--- src/rtl/muldiv_if.sv ---
// Request/result bundle between the EX stage and the iterative multiply/divide unit.
interface muldiv_if #(
    parameter int WIDTH = 32
);
    logic             start;
    logic [2:0]       op;
    logic [WIDTH-1:0] a;
    logic [WIDTH-1:0] b;
    logic             flush;
    logic             busy;
    logic             done;
    logic [WIDTH-1:0] hi;
    logic [WIDTH-1:0] lo;

    modport master (
        output start, op, a, b, flush,
        input  busy, done, hi, lo
    );

    modport slave (
        input  start, op, a, b, flush,
        output busy, done, hi, lo
    );
endinterface

--- src/rtl/muldiv_unit.sv ---
// Iterative radix-2 multiply/divide unit that owns the architectural HI/LO registers.
// Signed operations run on operand magnitudes; the sign is restored in FIX so the
// datapath only ever performs unsigned shift-add / restoring-divide steps.
module muldiv_unit #(
    parameter int WIDTH = 32,
    parameter int CNT_W = $clog2(WIDTH)
) (
    input  logic     clk,
    input  logic     rst_n,
    muldiv_if.slave  bus
);
    typedef enum logic [1:0] {
        IDLE,
        CALC,
        FIX
    } state_t;

    state_t               state_q, state_d;
    logic [CNT_W-1:0]     cnt_q;
    logic [2*WIDTH-1:0]   acc_q;      // mul: {partial, multiplier}; div: {remainder, dividend/quotient}
    logic [WIDTH-1:0]     opnd_q;     // multiplicand or divisor magnitude
    logic [WIDTH-1:0]     hi_q, lo_q;
    logic                 is_div_q;
    logic                 neg_q;      // product / quotient must be negated
    logic                 rneg_q;     // remainder must be negated (dividend was negative)
    logic                 div0_q;
    logic                 done_q;

    // Request decode
    logic             is_muldiv, is_mthi, is_mtlo, signed_op;
    logic             a_neg, b_neg;
    logic [WIDTH-1:0] a_abs, b_abs;
    logic             last_step;

    assign is_muldiv = ~bus.op[2];
    assign is_mthi   = (bus.op == 3'b100);
    assign is_mtlo   = (bus.op == 3'b101);
    assign signed_op = ~bus.op[0];
    assign a_neg     = signed_op & bus.a[WIDTH-1];
    assign b_neg     = signed_op & bus.b[WIDTH-1];
    assign a_abs     = a_neg ? -bus.a : bus.a;
    assign b_abs     = b_neg ? -bus.b : bus.b;
    assign last_step = (cnt_q == CNT_W'(WIDTH - 1));

    // State register
    // NOTE: sequential state is assigned with <= so every flop samples pre-edge values,
    // independent of the order the always_ff blocks are evaluated in.
    always_ff @(posedge clk or negedge rst_n) begin
        if (!rst_n) begin
            state_q <= IDLE;
        end else begin
            state_q <= state_d;
        end
    end

    // Next-state logic; flush overrides everything, including a same-cycle start
    // NOTE: state_d gets a default before any branch, so no path leaves it unassigned
    // and no latch is inferred.
    always_comb begin
        state_d = state_q;
        if (bus.flush) begin
            state_d = IDLE;
        end else begin
            case (state_q)
                IDLE:    if (bus.start && is_muldiv) state_d = CALC;
                CALC:    if (last_step) state_d = FIX;
                FIX:     state_d = IDLE;
                default: state_d = IDLE;
            endcase
        end
    end

    // One radix-2 iteration: shift-add multiply or restoring divide
    logic [WIDTH:0]     mul_sum, div_shift, div_diff;
    logic [2*WIDTH-1:0] acc_step;

    always_comb begin
        mul_sum   = {1'b0, acc_q[2*WIDTH-1:WIDTH]} + (acc_q[0] ? {1'b0, opnd_q} : '0);
        div_shift = acc_q[2*WIDTH-1:WIDTH-1];
        div_diff  = div_shift - {1'b0, opnd_q};
        if (is_div_q) begin
            if (!div_diff[WIDTH]) begin
                acc_step = {div_diff[WIDTH-1:0], acc_q[WIDTH-2:0], 1'b1};
            end else begin
                acc_step = {div_shift[WIDTH-1:0], acc_q[WIDTH-2:0], 1'b0};
            end
        end else begin
            acc_step = {mul_sum, acc_q[WIDTH-1:1]};
        end
    end

    // Sign restoration and divide-by-zero override for the FIX write-back.
    // Most-negative / -1 needs no special case: the magnitude quotient is
    // 2^(WIDTH-1) and negating it yields the most-negative value again.
    logic [2*WIDTH-1:0] prod;
    logic [WIDTH-1:0]   quot, rem, res_hi, res_lo;

    always_comb begin
        prod = neg_q  ? -acc_q : acc_q;
        quot = neg_q  ? -acc_q[WIDTH-1:0] : acc_q[WIDTH-1:0];
        rem  = rneg_q ? -acc_q[2*WIDTH-1:WIDTH] : acc_q[2*WIDTH-1:WIDTH];
        if (!is_div_q) begin
            res_hi = prod[2*WIDTH-1:WIDTH];
            res_lo = prod[WIDTH-1:0];
        end else if (div0_q) begin
            res_hi = '0;
            res_lo = '0;
        end else begin
            res_hi = rem;
            res_lo = quot;
        end
    end

    // Datapath: operand capture, iteration, HI/LO write-back and done pulse
    // NOTE: the working registers are reset too, so an aborted op can never leak
    // stale partial values into a later result.
    always_ff @(posedge clk or negedge rst_n) begin
        if (!rst_n) begin
            cnt_q    <= '0;
            acc_q    <= '0;
            opnd_q   <= '0;
            hi_q     <= '0;
            lo_q     <= '0;
            is_div_q <= 1'b0;
            neg_q    <= 1'b0;
            rneg_q   <= 1'b0;
            div0_q   <= 1'b0;
            done_q   <= 1'b0;
        end else begin
            done_q <= 1'b0;
            if (!bus.flush) begin
                case (state_q)
                    IDLE: begin
                        if (bus.start) begin
                            if (is_muldiv) begin
                                acc_q    <= {{WIDTH{1'b0}}, a_abs};
                                opnd_q   <= b_abs;
                                cnt_q    <= '0;
                                is_div_q <= bus.op[1];
                                neg_q    <= a_neg ^ b_neg;
                                rneg_q   <= a_neg;
                                div0_q   <= (bus.b == '0);
                            end else if (is_mthi) begin
                                hi_q   <= bus.a;
                                done_q <= 1'b1;
                            end else if (is_mtlo) begin
                                lo_q   <= bus.a;
                                done_q <= 1'b1;
                            end
                        end
                    end
                    CALC: begin
                        acc_q <= acc_step;
                        cnt_q <= cnt_q + CNT_W'(1);
                    end
                    FIX: begin
                        hi_q   <= res_hi;
                        lo_q   <= res_lo;
                        done_q <= 1'b1;
                    end
                    default: ;
                endcase
            end
        end
    end

    assign bus.busy = (state_q != IDLE);
    assign bus.done = done_q;
    assign bus.hi   = hi_q;
    assign bus.lo   = lo_q;
endmodule

--- src/flat_wrapper.sv ---
// flat-port wrapper written by rule: the top's interface ports become plain ports
module muldiv_unit_flat 
#(
    parameter int WIDTH = 32,
    parameter int CNT_W = $clog2(WIDTH)
)
  (clk, rst_n, bus_start, bus_op, bus_a, bus_b, bus_flush, bus_busy, bus_done, bus_hi, bus_lo);
  muldiv_if #(.WIDTH(WIDTH)) bus_i ();
  input  logic clk;
  input  logic rst_n;
  input wire logic [$bits(bus_i.start)-1:0] bus_start;
  input wire logic [$bits(bus_i.op)-1:0] bus_op;
  input wire logic [$bits(bus_i.a)-1:0] bus_a;
  input wire logic [$bits(bus_i.b)-1:0] bus_b;
  input wire logic [$bits(bus_i.flush)-1:0] bus_flush;
  output wire logic [$bits(bus_i.busy)-1:0] bus_busy;
  output wire logic [$bits(bus_i.done)-1:0] bus_done;
  output wire logic [$bits(bus_i.hi)-1:0] bus_hi;
  output wire logic [$bits(bus_i.lo)-1:0] bus_lo;
  assign bus_i.start = bus_start;
  assign bus_i.op = bus_op;
  assign bus_i.a = bus_a;
  assign bus_i.b = bus_b;
  assign bus_i.flush = bus_flush;
  assign bus_busy = bus_i.busy;
  assign bus_done = bus_i.done;
  assign bus_hi = bus_i.hi;
  assign bus_lo = bus_i.lo;
  muldiv_unit #(.WIDTH(WIDTH), .CNT_W(CNT_W)) u_core (.clk(clk), .rst_n(rst_n), .bus(bus_i));
endmodule
--- config.mk ---
export PLATFORM = sky130hd
export DESIGN_NAME = muldiv_unit_flat
export DESIGN_NICKNAME = d
export VERILOG_FILES = /design/src/rtl/muldiv_if.sv /design/src/rtl/muldiv_unit.sv /design/src/flat_wrapper.sv
export SDC_FILE = /design/constraint.sdc
export NUM_CORES = 1
export LEC_CHECK = 0
export ABC_AREA = 1
export BUFFER_PORTS_ARGS = -buffer_cell sky130_fd_sc_hd__buf_2
export CORE_ASPECT_RATIO = 1.5
export CORE_MARGIN = 2
export CORE_UTILIZATION = 55
export DETAILED_ROUTE_END_ITERATION = 8
export GPL_TIMING_DRIVEN = 1
export PLACE_DENSITY = 0.86
export SYNTH_ARGS = -nofsm -noshare
export SYNTH_HDL_FRONTEND = slang
export SYNTH_SLANG_ARGS = --single-unit
--- constraint.sdc ---
create_clock -name clk -period 7.6 [get_ports clk]
set_input_delay 0 -clock clk [delete_from_list [all_inputs] [get_ports clk]]
set_output_delay 0 -clock clk [all_outputs]
set_load 0.05 [all_outputs]
# [Yosys cells after proc, flatten, opt, wreduce, memory -nomap -nowiden]
# Cells that the tools add are included.
[op_classes] muxes=37 addsub=8 n_reduce_logical=11 n_eq_ne=13 bitwise_logic=6
[ops] operator="32-bit 2-to-1 mux" n=16
[ops] operator="64-bit 2-to-1 mux" n=5
[ops] operator="32-bit negation" n=4
[ops] operator="32-bit one-hot mux with 2 select lines" n=2
[ops] operator="64-bit one-hot mux with 2 select lines" n=1
[ops] operator="64-bit negation" n=1
[ops] operator="32-bit by 33-bit adder with 33-bit output" n=1
[ops] operator="33-bit by 32-bit subtractor with 33-bit output" n=1
[ops] operator="32-bit zero test" n=1
[ops] operator="5-bit 2-to-1 mux" n=2
[ops] operator="5-bit one-hot mux with 2 select lines" n=1
[ops] operator="2-bit != test (second input constant)" n=4
[ops] operator="4-bit AND reduction" n=2
[ops] operator="3-bit equality test (second input constant)" n=2
[ops] operator="2-bit 2-to-1 mux" n=3
[ops] operator="3-bit by 2-bit != test with 1-bit output (second input constant)" n=2
[ops] operator="6-bit AND reduction" n=1
[ops] operator="2-bit nonzero test" n=3
[ops] operator="5-bit by 1-bit adder with 5-bit output (second input constant)" n=1
[ops] operator="5-bit equality test (second input constant)" n=1
[ops] operator="1-bit 2-to-1 mux" n=5
[ops] operator="5-bit AND reduction" n=1
[ops] operator="2-bit by 1-bit != test with 1-bit output (second input constant)" n=2
[ops] operator="2-bit one-hot mux with 2 select lines" n=1
[ops] operator="other kinds (9)" n=12
[totals] elab_cells=86 reg_bits=172 output_inout_bits=66 input_bits=71

# [Depth between registers and ports, before layout]
# Gate-level depths: netlist of the first run.
[depth] word_depth=7 mapped_depth=21 depth_no_buf=20

# [Least setup slack after synthesis of the first run]
# No wires, ideal clock.
[synth_timing] kind="register to register" startpoint="register u_core.acc_q[0]" endpoint="register u_core.acc_q[53]" period_less_slack_ns=2.376 path_buffers=1 path_stages_with_launch=19 setup_ns=0.117 arrival_ns=2.259 required_ns=7.483 slack_ns=5.224 path_cell_list="dfrtp_1 > buf_2 > nand2_1 > inv_1 > ha_1 > inv_1 > fa_1 > inv_1 > nand3_1 > nand2_1 > inv_1 > o21ai_0 > nand3_1 > nand2_1 > nand2_1 > nand3_1 > nand3_1 > nand3_1 > nand2_1"
[synth_between] elab_chain_len=4
[synth_rtl] element="from (decl)" line="muldiv_unit.sv:20" source="logic [2*WIDTH-1:0] acc_q;"
[synth_rtl] element="from (signal assigned)" line="muldiv_unit.sv:136" source="acc_q <= {{WIDTH{1'b0}}, a_abs};"
[synth_rtl] element="from (signal assigned)" line="muldiv_unit.sv:153" source="acc_q <= acc_step;"
[synth_rtl] element="32-bit 2-to-1 mux" line="muldiv_unit.sv:78" source="mul_sum = {1'b0, acc_q[2*WIDTH-1:WIDTH]} + (acc_q[0] ? {1'b0, opnd_q} : '0);"
[synth_rtl] element="32-bit by 33-bit adder with 33-bit output" line="muldiv_unit.sv:78"
[synth_rtl] element="64-bit 2-to-1 mux" line="muldiv_unit.sv:81" source="if (is_div_q) begin"
[synth_rtl] element="64-bit one-hot mux with 2 select lines" line="muldiv_unit.sv:132" source="case (state_q)"
# Every way passes these cells.
# A chain may end at the register's enable or synchronous reset.

# [Worst setup path after layout of the first run]
[layout_timing] startpoint="register u_core.acc_q[0]" endpoint="register u_core.acc_q[61]"
# Same word-level chain as after synthesis.

==> flow_summary.json, run 1 <==
{
  "clock_latency_ns": 0.48,
  "status": "finished, violations left",
  "gp_congestion": 1.101,
  "drv_cap": 0,
  "avgSynthCellArea_um2": 5.804,
  "p_leak_uw": 0.01042,
  "rrSetupSlack_ns": 4.38,
  "crit_type": "flip-flop to flip-flop",
  "end_kind": "flip-flop",
  "yosysWarnings": 0,
  "wl_per_cell_um": 22.69,
  "fill_cells": 3137,
  "synth-seq-area-share_pct": 24.12,
  "drt-initial-drc-count": 2487,
  "synth_ff_type": "dfrtp_1",
  "grt_pass1_wl_um": 123600,
  "initial_core_util_pct": 55.89,
  "hold-worst-slack_ns": -0.001474,
  "core_region_area_um2": 31930,
  "path_clk_slew_ns": 0.09,
  "cts_max_level": 4,
  "worstMarginPinSlew_ns": 1.265,
  "drtAntennaViolNets": 0,
  "vias_per_cell": 6.145,
  "die_w_um": 151.1,
  "yosys.area.top_type_share_pct": 24.12,
  "ctsRootBufferMaster": "clkbuf_16",
  "cts_made_buffers": 17,
  "min-delay-path-class": "input pin to flip-flop",
  "grt.total_usage_pct": 49.11,
  "multi_input_comb_area_um2": 11570,
  "drive_above_1_share_pct": 8.281,
  "synthTopCellsByArea": "dfrtp_1 24%, nand2_1 19%, nor2_1 8.8%",
  "ff_latch_area_um2": 4307,
  "hold_viol_final": 1,
  "synth.distinct_cells": 56,
  "gr-total-overflow": 0,
  "final_cell_mix": "910 x nand2_1, 416 x nor2_1, 398 x inv_1",
  "crit_fanout": 36,
  "post_cts_buffers": 0,
  "worstPathArrival_ns": 3.60,
  "period_needed_ns": 3.224,
  "relSlewSlack_pct": 15.59,
  "dp_hpwl_um": 60840,
  "die_y_um": 224.6,
  "setup_viol": 0,
  "ys_ff_latch": 172,
  "synth_edf_count": 0,
  "clk_path_buf_depth": 2,
  "die-area_um2": 33930,
  "period_share_pct": 42.43,
  "synthCells": 3075,
  "max_freq_ghz": 0.3101,
  "p_per_area_nw_per_um2": 418.5,
  "rsz0062_at_grt": "no",
  "synthesis.nets": 3218,
  "crit_required_ns": 7.98,
  "drtPass1Iterations": 8,
  "grt_pass1_vias": 21560,
  "numClockSinks": 172,
  "area_growth_pct": 11.46,
  "clock_skew_ns": 0.01747,
  "fin_nets": 3342,
  "tritoncts": "done",
  "drc": 0,
  "ios": 137,
  "violations": "negative hold slack",
  "start_kind": "flip-flop",
  "row_count": 80,
  "grt_start_max_net_pins": 88,
  "wl_um": 82210,
  "port_buffers": 136,
  "via_count": 22270,
  "netlist_area_um2": 17850,
  "report.final.slew_viol_count": 0,
  "yosysTopAreaCell": "dfrtp_1",
  "antenna_found_initial": 9,
  "peakVddDrop_mv": 0.2385,
  "total_power_uw": 8324,
  "final_common_cell": "nand2_1",
  "async_flop_share_pct": 100.0,
  "final.setup.tns_ns": 0
}
synthesized netlist by cell type, types with 2 or more instances:
| master | count |
|---|---|
| a22oi_1 | 8 |
| nand2_4 | 3 |
| nand2_1 | 911 |
| o21ai_1 | 19 |
| nor3_2 | 2 |
| inv_2 | 10 |
| buf_2 | 25 |
| nand3_2 | 3 |
| o21ai_2 | 3 |
| and2_1 | 6 |
| fa_1 | 2 |
| inv_1 | 399 |
| o31ai_1 | 4 |
| o21ai_0 | 182 |
| nand3_1 | 287 |
| nor3_1 | 23 |
| or2_2 | 11 |
| nor4_1 | 5 |
| clkinv_1 | 3 |
| o211ai_1 | 7 |
| nand4_1 | 37 |
| buf_4 | 3 |
| o21a_1 | 2 |
| xnor2_1 | 19 |
| a22o_1 | 2 |
| o22ai_1 | 5 |
| nand2_2 | 21 |
| a21o_1 | 4 |
| nor2_1 | 419 |
| xor2_1 | 43 |
| ha_1 | 70 |
| buf_6 | 3 |
| o21bai_1 | 9 |
| a31oi_1 | 28 |
| nand3b_1 | 17 |
| clkbuf_1 | 57 |
| a21oi_1 | 211 |
| dfrtp_1 | 172 |
| nor2_2 | 14 |
| buf_1 | 10 |
path summary, 6_finish.rpt:
kind | from | to | cells after the start
setup reg to reg | u_core.acc_q[0]$_DFFE_PN0P_ | u_core.acc_q[61]$_DFFE_PN0P_ | 18
hold reg to reg | u_core.bus.lo[14]$_DFFE_PN0P_ | u_core.bus.lo[14]$_DFFE_PN0P_ | 2
min in group asynchronous | rst_n | u_core.opnd_q[17]$_DFFE_PN0P_ | 2
max in group asynchronous | rst_n | u_core.acc_q[14]$_DFFE_PN0P_ | 3
setup / recovery | u_core.acc_q[0]$_DFFE_PN0P_ | u_core.acc_q[61]$_DFFE_PN0P_ | 18
hold / removal | bus_b[13] | u_core.opnd_q[15]$_DFFE_PN0P_ | 6
cell type report:
class | count | area share, %
inverters | 412 | 7.775
diodes | 2 | 0.02516
multi-input cells | 2392 | 58.15
well taps | 410 | 2.579
clock buffers | 18 | 2.158
clock inverters | 14 | 1.000
repair buffers | 204 | 6.662
flip-flops and latches | 172 | 21.65
through the flow:
stage / setup WS [ns] / instance area [um^2] / hold slack, ns / util [%] / instances
floorplan: 5.224 / 17850 / -0.2956 / - / 3075
global placement: 4.621 / 18750 / 0.1452 / 58.71 / 3539
detailed placement: 4.476 / 18750 / 0.1494 / 58.71 / 3539
CTS: 4.458 / 19890 / 0.003892 / 62.28 / 3622
global route: 4.122 / 19890 / 0.04911 / 62.29 / 3624
finish: 4.376 / 19890 / -0.001474 / 62.29 / 3624
cells by family (layout without fill, tap and decap cells):
kind of cell             Yosys count  in the layout  synth area share [%]
XOR/XNOR                          62             62                 3.043
flip-flops                       172            172                 24.12
AO/OA/AOI/OAI                    492            492                 14.86
multiplexers                       1              1               0.05609
buffers and inverters            511            648                 11.20
adder cells (fa/ha/maj)           72             72                 5.132
other                              0              2                     0
AND/OR/NAND/NOR                 1765           1765                 41.59
metal layers:
| metal | global-route usage (%) | vias up | share of wire (%) |
|---|---|---|---|
| li1 | - | 10110 | - |
| met2 | 79.22 | 1478 | 46 |
| met3 | 15.05 | 571 | 11 |
| met1 | 48.20 | 10100 | 31 |
| met4 | 49.74 | 10 | 13 |
| met5 | 0 | - | 0.067 |
worst max-delay path, stage by stage, from the launching register on:
cell and delay (ns):
dfrtp_1 0.34, buf_4 0.38, nand2_1 0.09, inv_1 0.07
ha_1 0.21, inv_1 0.07, fa_1 0.38, inv_1 0.12
nand3_1 0.08, nand2_1 0.17, inv_1 0.06, o21ai_0 0.28
nand3_1 0.19, nand2_1 0.19, nand2_1 0.12, nand3_1 0.09
nand3_1 0.09, nand3_1 0.13, nand2_1 0.06
power by group:
part           total [uW]  internal [uW]  switching [uW]
sequential           1810           1220             587
combinational        5520           1570            3950
clock                 999            533             466
state kept, by name, indices dropped and copies added (netlist names):
register and flops:
u_core.div0_q 1, u_core.opnd_q 32, u_core.rneg_q 1, u_core.bus.done 1
u_core.bus.lo 32, u_core.bus.hi 32, u_core.cnt_q 5, u_core.acc_q 64
u_core.is_div_q 1, u_core.neg_q 1, u_core.state_q 2
what timing repair did:
action / 4_1_cts / 5_1_grt
endpoints found under the hold margin: 138 / 0
hold buffers: 51 / 0
resized for setup: 0 / 0
(Power assumes the default switching activity.)
==> run 2: changes to the inputs <==
Clock period 7.6 ns to 3.05 ns, I/O delays scaled along.
==> flow_summary.json, run 2 (synthesis results as in run 1) <==
{
  "core_region_area_um2": 31930,
  "cts_made_buffers": 17,
  "numClockSinks": 172,
  "grt.total_usage_pct": 49.18,
  "vias_per_cell": 6.110,
  "post_cts_buffers": 0,
  "p_per_area_nw_per_um2": 1048,
  "cts_max_level": 4,
  "drc": 0,
  "crit_type": "flip-flop to flip-flop",
  "clock_skew_ns": 0.01632,
  "start_kind": "flip-flop",
  "max_stage_delay_ns": 0.44,
  "crit_fanout": 14,
  "final_common_cell": "nand2_1",
  "post-place-ws_ns": 0.1385,
  "r2r_cells": 17,
  "clk_path_buf_depth": 2,
  "worstMarginPinSlew_ns": 1.116,
  "fin_nets": 3404,
  "initial_core_util_pct": 55.89,
  "cpMaxStageDelayCell": "fa_1",
  "drtPass1Iterations": 9,
  "die_y_um": 224.6,
  "gr-total-overflow": 0,
  "period_needed_ns": 2.893,
  "status": "completed",
  "port_buffers": 136,
  "p_leak_uw": 0.01076,
  "ctsRootBufferMaster": "clkbuf_16",
  "rsz0062_at_grt": "no",
  "met2_usage_pct": 79.74,
  "gp_congestion": 1.080,
  "drtAntennaViolNets": 0,
  "max_freq_ghz": 0.3456,
  "worstPathArrival_ns": 3.25,
  "final.setup.tns_ns": 0,
  "largest_register_ffs": 64,
  "tritoncts": "done",
  "min-delay-path-class": "input pin to flip-flop",
  "antenna_found_initial": 4,
  "hold_depth": 5,
  "top_usage_layer": "met2",
  "timing.rr.start": "u_core.acc_q[31]$_DFFE_PN0P_",
  "crit_required_ns": 3.40,
  "top_register": "u_core.acc_q",
  "die-area_um2": 33930,
  "peakVddDrop_mv": 0.4943,
  "via_count": 22520,
  "ios": 137,
  "final_cell_mix": "909 x nand2_1, 415 x nor2_1, 397 x inv_1",
  "report.final.slew_viol_count": 0,
  "setup_ws_ns": 0.1565,
  "path_common_cell": "nand2_2",
  "drt-initial-drc-count": 2494,
  "wl_um": 82620,
  "wl_per_cell_um": 22.42,
  "crit_chain": "inv_1 > ha_1 > fa_1 > inv_1 > nand3_2 > nand2_2 > nand2_2 > nand2_2 > nand2_2 > nand2_2 > nand2_4 > nand3_4 > nand2_8 > nand3_1 > nand3_1 > nand2_1 > nand2_1",
  "area_growth_pct": 14.72,
  "dp_hpwl_um": 61570,
  "use_met1_pct": 49.02,
  "hold_viol_final": 0,
  "drv_cap": 0,
  "grt_start_max_net_pins": 88,
  "grt_use_met3_pct": 14.04,
  "clock_latency_ns": 0.47,
  "crit_start": "u_core.acc_q[31]$_DFFE_PN0P_",
  "grt_pass1_wl_um": 123800,
  "row_count": 80,
  "grt_pass1_vias": 21940,
  "relSlewSlack_pct": 25.31,
  "period_share_pct": 94.87,
  "end_kind": "flip-flop",
  "drive_above_1_share_pct": 10.08,
  "path_clk_slew_ns": 0.08,
  "rrSetupSlack_ns": 0.16,
  "die_w_um": 151.1,
  "setup_viol": 0,
  "hp-start": "bus_a[18]",
  "fill_cells": 3061
}
==> run 2: cell type report <==
| type | instances | area (um^2) | share of cell area (%) |
|---|---|---|---|
| well taps | 410 | 513.0 | 2.506 |
| inverters | 412 | 1546 | 7.554 |
| repair buffers | 265 | 1832 | 8.948 |
| flip-flops and latches | 172 | 4309 | 21.05 |
| diodes | 1 | 2.502 | 0.01222 |
| clock buffers | 19 | 432.9 | 2.115 |
| multi-input cells | 2393 | 11600 | 56.69 |
| clock inverters | 13 | 231.5 | 1.131 |
==> run 2: per-layer routing <==
| metal | part of all wire [%] | wire, um |
|---|---|---|
| met5 | 0.044 | 36 |
| met3 | 10 | 8496 |
| met1 | 32 | 26100 |
| met2 | 45 | 37510 |
| met4 | 13 | 10470 |
==> run 2: what timing repair did <==
item                                    in CTS  in global routing
resized for setup                            0                 12
endpoints found under the hold margin      140                  0
endpoints found under the setup margin       0                 20
hold buffers                                54                  0
==> run 2: worst max-delay path: cells and delay by family (launching register included) <==
kind | cells | cell delay, ns
flip-flops | 1 | 0.41
AND/OR/NAND/NOR | 13 | 1.44
buffers and inverters | 2 | 0.25
adder cells (fa/ha/maj) | 2 | 0.67
==> run 2: final timing paths <==
| kind | to |
|---|---|
| worst min register to register | u_core.bus.lo[22]$_DFFE_PN0P_ |
| worst min-delay path | u_core.acc_q[18]$_DFFE_PN0P_ |
| worst max register to register | u_core.acc_q[51]$_DFFE_PN0P_ |
| worst max-delay path | u_core.acc_q[51]$_DFFE_PN0P_ |
| max in group asynchronous | u_core.acc_q[3]$_DFFE_PN0P_ |
| min in group asynchronous | u_core.opnd_q[16]$_DFFE_PN0P_ |
==> run 2: where the power goes <==
part           internal, uW  leakage, uW  switching, uW  total, uW
sequential             3060      0.00209           1030       4080
combinational          4280      0.00835          10500      14700
clock                  1480     0.000319           1140       2620
==> run 2: stage by stage <==
| stage | std cells | hold slack, ns | instance area [um^2] | total power, uW | utilization [%] |
|---|---|---|---|---|---|
| 3_3_place_gp | 3597 | 0.1266 | 19210 | 17630 | 60.18 |
| 2_1_floorplan | 3075 | -0.2956 | 17850 | 13540 | - |
| 6_report | 3685 | 0.02115 | 20470 | 21450 | 64.11 |
| 3_5_place_dp | 3597 | 0.1264 | 19210 | 17890 | 60.18 |
| 5_1_grt | 3684 | 0.03569 | 20470 | 22830 | 64.11 |
| 4_1_cts | 3683 | 0.0007548 | 20420 | 20580 | 63.95 |
